$ cat src/rtl/psum_accum_quant_pkg.sv
// Shared definitions for the partial-sum accumulate / requantize block.
// Holds the data-path widths, the FSM state encoding, the accumulator
// and quantizer saturation limits, and the saturating lane add.
package psum_accum_quant_pkg;

  localparam int IN_W      = 22;  // lane partial-sum width
  localparam int ACC_W     = 26;  // accumulator width
  localparam int OUT_W     = 8;   // quantized lane width
  localparam int NUM_LANES = 4;
  localparam int GRP_W     = 5;
  localparam int PIX_W     = 16;
  localparam int SH_W      = 5;

  typedef enum logic [0:0] {
    ST_IDLE = 1'b0,
    ST_ACC  = 1'b1
  } state_e;

  // Symmetric accumulator limits +/-(2^(ACC_W-1)-1), held one bit wider
  // so that the pre-saturation sum can be compared directly.
  localparam logic signed [ACC_W:0] ACC_SAT_HI = (ACC_W+1)'((2**(ACC_W-1)) - 1);
  localparam logic signed [ACC_W:0] ACC_SAT_LO = -ACC_SAT_HI;

  // Quantizer clamp limits [-128, 127] at the same width as the requant sum.
  localparam logic signed [ACC_W:0] Q_HI = (ACC_W+1)'((2**(OUT_W-1)) - 1);
  localparam logic signed [ACC_W:0] Q_LO = ~Q_HI;

  // acc + sext(ps), saturated to the accumulator limits.
  function automatic logic [ACC_W-1:0] sat_add(input logic [ACC_W-1:0] acc,
                                               input logic [IN_W-1:0]  ps);
    logic signed [ACC_W:0] s;
    s = $signed({acc[ACC_W-1], acc}) + $signed({{(ACC_W+1-IN_W){ps[IN_W-1]}}, ps});
    if (s > ACC_SAT_HI)      sat_add = ACC_SAT_HI[ACC_W-1:0];
    else if (s < ACC_SAT_LO) sat_add = ACC_SAT_LO[ACC_W-1:0];
    else                     sat_add = s[ACC_W-1:0];
  endfunction

endpackage

$ cat src/rtl/psum_accum_quant_requant_lane.sv
// requant_lane: one lane of the requantizer (combinational).
//   s_i     : signed accumulated lane sum (ACC_W)
//   shift_i : right shift amount
//   q_o     : signed OUT_W result
// Round-half-up: add 2^(shift-1) (nothing when shift is 0), arithmetic
// shift right, then clamp to the signed 8-bit range.
// Build option PSUM_RELU_EN: negative results become 0 before the clamp.
module requant_lane
  import psum_accum_quant_pkg::*;
(
  input  logic [ACC_W-1:0] s_i,
  input  logic [SH_W-1:0]  shift_i,
  output logic [OUT_W-1:0] q_o
);

  logic [ACC_W:0]        rnd;
  logic signed [ACC_W:0] sum;
  logic signed [ACC_W:0] r;

  always_comb begin
    // (1 << shift) >> 1 yields 2^(shift-1), and 0 for shift == 0.
    rnd = ((ACC_W+1)'(1) << shift_i) >> 1;
    // One extra bit keeps max sum + max rounding term from wrapping.
    sum = $signed({s_i[ACC_W-1], s_i}) + $signed(rnd);
    r   = sum >>> shift_i;
`ifdef PSUM_RELU_EN
    if (r[ACC_W]) r = '0;
`endif
    if (r > Q_HI)      q_o = Q_HI[OUT_W-1:0];
    else if (r < Q_LO) q_o = Q_LO[OUT_W-1:0];
    else               q_o = r[OUT_W-1:0];
  end

endmodule

$ cat src/rtl/psum_accum_quant.sv
// psum_accum_quant: accumulates four lane partial sums over grp_num
// input-channel groups, requantizes each lane to signed 8 bits and
// presents the packed word on a valid/ready output.
// Ports:
//   clk, rst            : clock, synchronous active-high reset
//   iStart              : tile start (accepted in IDLE only)
//   iGrpNum/iPixNum     : groups per pixel / pixels per tile (0 means 1)
//   iShift              : requant right shift
//   vld_i, iPsum0..3    : partial-sum beat (no upstream stall)
//   oData, oVld, iRdy   : packed output word handshake, lane k at [8k+7:8k]
//   oBusy               : FSM active or stage register valid
//   oDone               : pulse when the tile's last pixel reaches the
//                         output register (loaded or dropped)
//   oOvf                : sticky, a result was dropped under backpressure
// Build option PSUM_RELU_EN: clamp requant results to [0,127].
// Pipeline: accumulate -> S stage register -> requant -> output register.
module psum_accum_quant
  import psum_accum_quant_pkg::*;
(
  input  logic                 clk,
  input  logic                 rst,
  input  logic                 iStart,
  input  logic [GRP_W-1:0]     iGrpNum,
  input  logic [PIX_W-1:0]     iPixNum,
  input  logic [SH_W-1:0]      iShift,
  input  logic                 vld_i,
  input  logic [IN_W-1:0]      iPsum0,
  input  logic [IN_W-1:0]      iPsum1,
  input  logic [IN_W-1:0]      iPsum2,
  input  logic [IN_W-1:0]      iPsum3,
  output logic [NUM_LANES*OUT_W-1:0] oData,
  output logic                 oVld,
  input  logic                 iRdy,
  output logic                 oBusy,
  output logic                 oDone,
  output logic                 oOvf
);

  state_e                              state_q, state_d;
  logic [GRP_W-1:0]                    grp_num_q, grp_num_d;
  logic [PIX_W-1:0]                    pix_num_q, pix_num_d;
  logic [SH_W-1:0]                     shift_q, shift_d;
  logic [GRP_W-1:0]                    grp_cnt_q, grp_cnt_d;
  logic [PIX_W-1:0]                    pix_cnt_q, pix_cnt_d;
  logic [NUM_LANES-1:0][ACC_W-1:0]     acc_q, acc_d;
  logic [NUM_LANES-1:0][ACC_W-1:0]     s_q, s_d;
  logic                                s_vld_q, s_vld_d;
  logic                                s_last_q, s_last_d;
  logic [NUM_LANES-1:0][OUT_W-1:0]     odata_q, odata_d;
  logic                                ovld_q, ovld_d;
  logic                                odone_q, odone_d;
  logic                                ovf_q, ovf_d;

  logic [NUM_LANES-1:0][IN_W-1:0]      psum;
  logic [NUM_LANES-1:0][ACC_W-1:0]     lane_sum;
  logic [NUM_LANES-1:0][OUT_W-1:0]     qword;
  logic                                start_acc;
  logic                                out_load;
  logic                                out_drop;

  assign psum = {iPsum3, iPsum2, iPsum1, iPsum0};

  always_comb begin
    for (int k = 0; k < NUM_LANES; k++) lane_sum[k] = sat_add(acc_q[k], psum[k]);
  end

  genvar gk;
  generate
    for (gk = 0; gk < NUM_LANES; gk++) begin : g_rq
      requant_lane u_rq (
        .s_i     (s_q[gk]),
        .shift_i (shift_q),
        .q_o     (qword[gk])
      );
    end
  endgenerate

  assign start_acc = (state_q == ST_IDLE) && iStart;
  assign out_load  = s_vld_q && (!ovld_q || iRdy);
  assign out_drop  = s_vld_q && ovld_q && !iRdy;

  always_comb begin
    state_d   = state_q;
    grp_num_d = grp_num_q;
    pix_num_d = pix_num_q;
    shift_d   = shift_q;
    grp_cnt_d = grp_cnt_q;
    pix_cnt_d = pix_cnt_q;
    acc_d     = acc_q;
    s_d       = s_q;
    s_vld_d   = 1'b0;
    s_last_d  = 1'b0;

    if (start_acc) begin
      state_d   = ST_ACC;
      grp_num_d = (iGrpNum == '0) ? GRP_W'(1) : iGrpNum;
      pix_num_d = (iPixNum == '0) ? PIX_W'(1) : iPixNum;
      shift_d   = iShift;
      grp_cnt_d = '0;
      pix_cnt_d = '0;
      acc_d     = '0;
    end else if (state_q == ST_ACC && vld_i) begin
      if (grp_cnt_q == grp_num_q - GRP_W'(1)) begin
        // Final group: hand the sum to S and restart accumulation in the
        // same cycle so consecutive pixels stream without a bubble.
        s_d       = lane_sum;
        s_vld_d   = 1'b1;
        acc_d     = '0;
        grp_cnt_d = '0;
        pix_cnt_d = pix_cnt_q + PIX_W'(1);
        if (pix_cnt_q == pix_num_q - PIX_W'(1)) begin
          s_last_d = 1'b1;
          state_d  = ST_IDLE;
        end
      end else begin
        acc_d     = lane_sum;
        grp_cnt_d = grp_cnt_q + GRP_W'(1);
      end
    end
  end

  always_comb begin
    odata_d = out_load ? qword : odata_q;
    if (out_load)  ovld_d = 1'b1;
    else if (iRdy) ovld_d = 1'b0;
    else           ovld_d = ovld_q;
    odone_d = s_vld_q && s_last_q;
    // A drop in the same cycle as a new start still flags, so the loss
    // is never silently hidden.
    ovf_d   = out_drop || (ovf_q && !start_acc);
  end

  always_ff @(posedge clk) begin
    if (rst) begin
      state_q   <= ST_IDLE;
      grp_num_q <= '0;
      pix_num_q <= '0;
      shift_q   <= '0;
      grp_cnt_q <= '0;
      pix_cnt_q <= '0;
      acc_q     <= '0;
      s_q       <= '0;
      s_vld_q   <= 1'b0;
      s_last_q  <= 1'b0;
      odata_q   <= '0;
      ovld_q    <= 1'b0;
      odone_q   <= 1'b0;
      ovf_q     <= 1'b0;
    end else begin
      state_q   <= state_d;
      grp_num_q <= grp_num_d;
      pix_num_q <= pix_num_d;
      shift_q   <= shift_d;
      grp_cnt_q <= grp_cnt_d;
      pix_cnt_q <= pix_cnt_d;
      acc_q     <= acc_d;
      s_q       <= s_d;
      s_vld_q   <= s_vld_d;
      s_last_q  <= s_last_d;
      odata_q   <= odata_d;
      ovld_q    <= ovld_d;
      odone_q   <= odone_d;
      ovf_q     <= ovf_d;
    end
  end

  assign oData = odata_q;
  assign oVld  = ovld_q;
  assign oDone = odone_q;
  assign oOvf  = ovf_q;
  assign oBusy = (state_q != ST_IDLE) || s_vld_q;

endmodule

$ cat config.mk
export PLATFORM = sky130hd
export DESIGN_NAME = psum_accum_quant
export DESIGN_NICKNAME = d
export VERILOG_FILES = /design/src/rtl/psum_accum_quant_pkg.sv /design/src/rtl/psum_accum_quant_requant_lane.sv /design/src/rtl/psum_accum_quant.sv
export SDC_FILE = /design/constraint.sdc
export NUM_CORES = 2
export LEC_CHECK = 0
export ABC_AREA = 1
export BUFFER_PORTS_ARGS = -buffer_cell sky130_fd_sc_hd__buf_2
export CORE_ASPECT_RATIO = 0.9
export CORE_MARGIN = 2
export CORE_UTILIZATION = 55
export DETAILED_ROUTE_END_ITERATION = 8
export PLACE_DENSITY = 0.73
export SLEW_MARGIN = 20
export SYNTH_ARGS = -nofsm -noshare
export SYNTH_HDL_FRONTEND = slang
export SYNTH_SLANG_ARGS = --single-unit
export TNS_END_PERCENT = 30
$ cat constraint.sdc
create_clock -name clk -period 7.84 [get_ports clk]
set_clock_uncertainty 0.05 [all_clocks]
set_input_delay 1.96 -clock clk [delete_from_list [all_inputs] [get_ports clk]]
set_output_delay 1.96 -clock clk [all_outputs]
set_load 0.02 [all_outputs]
==> results.md <==
- Largest net degree at the start of global routing: 106
- Worst ir drop on vdd: 0.1801 mV
- Multi-input logic area: 22750 µm²
- Mapped Nets: 5935
- Static leakage: 0.01734 µW
- Most common cell after layout, fill and taps aside: nand2_1
- RR Startpoint: shift_q[0]
- Final hold violations: 0
- Ant diodes: 0
- Initial Utilization: 55.74%
- CP Launch Type: register
- Setup violations, final: 0
- Fin crit share: 78.02%
- CP Launch Point: shift_q[0]
- Clk_lat worst skew: 0.56 ns
- CTS tree: yes
- Detail Route Antenna Nets: 0
- Max Slew Vio Count: 0
- Final #Nets: 5950
- Number of synthesized flops with an enable pin: 0
- Synthesis Warnings: 0
- Fmax: 163.5 MHz
- Total Routing Usage GR: 37.48%
- Avg Cell Area, Syn: 5.667 µm²
- Final routed DRC violation total: 0
- Status: completed
- Routed vias/inst: 5.886
- Nature of the critical path endpoint: register
- Vias in the first global route: 34790
- CTS max path bufs: 3
- Commonest cells after routing, fill and taps aside: nand2_1, nand3_1, inv_1, a21oi_1, nor2_1
- Most common flop cell mapped by yosys: dfxtp_1
- Wire per inst: 17.85 µm
- Max-cap viol count: 0
- Die area: 59930 µm²
- Yosys top cell area share: 18.89%
- Hold path start: s_last_q
- CTS clock-pin slew for the worst setup and hold paths: 0.07 ns
- Area leader, netlist: nand2_1
- Io pins: 155
- Die height: 232.5 µm
- Pwr dens: 134.3 nW/µm²
- Mapped Cells: 5628
- Synth top area cells: nand2_1, dfxtp_1, nand3_1
- PostCTS Resize Cnt: 0
- Post-Syn Area: 31890 µm²
- Share of layout cells above drive strength 1: 6.297%
- CTS root buffer: clkbuf_16
- Final core occ: 59.92%
- Setup CP Type: register to register
- Setup TNS after final layout: 0 ns
- Asr flop ratio synth: 0%
- Critical Path AT: 6.53 ns
- Num rows: 83
- Clock Sinks: 293
- Core region area: 57220 µm²
- Cts bufs inserted: 35
- Slew HR: 19.67%
- DR vias: 37870
- Worst slew pin tran: 1.201 ns
- CP max-delay cell: nor2_1
- Minimum clock period after layout: 6.117 ns
- Sequential share of the synthesized area: 18.39%
- Detailed Route WL: 114800 µm
- Worst path required time: 8.25 ns
- Port Buf Inserts: 154
- DR pass1 iterations: 9
- Initial antenna violation count: 1
- Area Growth Syn to Fin: 7.513%
- First-pass GRT wire length: 182000 µm
- Register Area: 5878 µm²
- HPWL Detailed: 89700 µm
- Fill cells: 5933
- Gp weighted congestion: 1.040
- 1st-iter DRT viols: 3787
- Slowest stage delay, CP: 0.91 ns
- Htree depth: 2
- DIE WIDTH: 257.8 µm
- Worst Hold Class: register to register
- Distinct cells, synth: 60
- RSZ-0062 raised after global routing: no
- CTS hold repair buffers: 0
- Setup Fix Bufs, Post-CTS: 0
- Most used cell, CP: nand2_1
- FF+latch count, synth: 293
- Grt total ovfl: 0
- CP Max Fanout: 64
cells in the mapped netlist (all sizes together), types with 4 or more instances:
cell type	count
ha	180
nand2	1623
nor3b	5
o221ai	12
buf	81
o21ai	346
or2	32
inv	642
o211ai	28
nor3	55
o21a	11
mux2i	5
a211oi	4
and2	10
xor2	94
a21oi	431
fa	8
a21o	4
o22ai	7
clkbuf	139
nor2	412
o31ai	10
nand4	108
dfxtp	293
xnor2	44
o21bai	46
a221oi	4
nand3b	10
a32o	6
nor4	25
a31oi	18
nand3	910
final timing paths:
check | endpoint | slack, ns | depth (start not counted)
max | oData[4] | 1.72 | 28
min | oDone | 0.36 | 2
max reg2reg | oData[4] | 1.72 | 28
min reg2reg | oDone | 0.36 | 2
flip-flops by register name, indices dropped and copies added (netlist names):
| name | cells |
|---|---|
| oVld | 1 |
| grp_cnt_q | 5 |
| oDone | 1 |
| shift_q | 5 |
| state_q | 1 |
| s_q | 104 |
| oOvf | 1 |
| s_last_q | 1 |
| oData | 32 |
| s_vld_q | 1 |
| grp_num_q | 5 |
| pix_cnt_q | 16 |
| pix_num_q | 16 |
| acc_q | 104 |
report_power, final:
part	internal, µW	switching (µW)	leakage (µW)
Combinational	422	933	0.0144
Clock	986	702	0.000578
Sequential	1520	39.9	0.00237
cell type report:
type / count / share of cell area (%)
repair buffers: 198 / 3.211
well taps: 765 / 2.791
flip-flops and latches: 293 / 17.14
inverters: 645 / 7.097
clock inverters: 18 / 0.5692
clock buffers: 45 / 2.839
multi-input cells: 4470 / 66.35
stage by stage:
| stage | cells | instance area [µm²] | hold WS (ns) | setup WS (ns) | total power [µW] |
|---|---|---|---|---|---|
| 5_1_grt | 6434 | 34290 | 0.3833 | 1.312 | 4831 |
| 6_report | 6434 | 34290 | 0.3638 | 1.723 | 4605 |
| 4_1_cts | 6434 | 34290 | 0.3651 | 1.947 | 4587 |
| 2_1_floorplan | 5628 | 31890 | 0.3452 | 2.984 | 2550 |
| 3_5_place_dp | 6371 | 33120 | 0.3612 | 2.000 | 2909 |
| 3_3_place_gp | 6371 | 33120 | 0.3507 | 2.085 | 2903 |
cells by family (layout without fill, tap and decap cells):
kind of cell               after synthesis  in the layout  synth area share [%]
muxes                                    5              5                0.1569
and+or+nand+nor                       3196           3196                 43.50
buffers and inverters                  865            906                 10.36
DFF                                    293            293                 18.39
adders and majority gates              188            188                 7.564
AOI/OAI and AO/OA                      943            943                 16.24
xor gates and xnor gates               138            138                 3.790
worst max-delay path: cells and delay by family (launching register included):
kind | cells | cell delay [ns]
AND/OR/NAND/NOR | 21 | 3.40
buffers and inverters | 4 | 0.89
flip-flops | 1 | 0.84
adder cells (fa/ha/maj) | 1 | 0.44
AO/OA/AOI/OAI | 2 | 0.34
per-layer routing:
layer,vias to the layer above,track usage (%),wire length (µm)
met4,2,16.64,5328
met5,-,0,13
met1,17280,47.31,47950
met3,317,4.935,8406
li1,18760,-,-
met2,1510,63.84,53140
(Power assumes the default switching activity.)
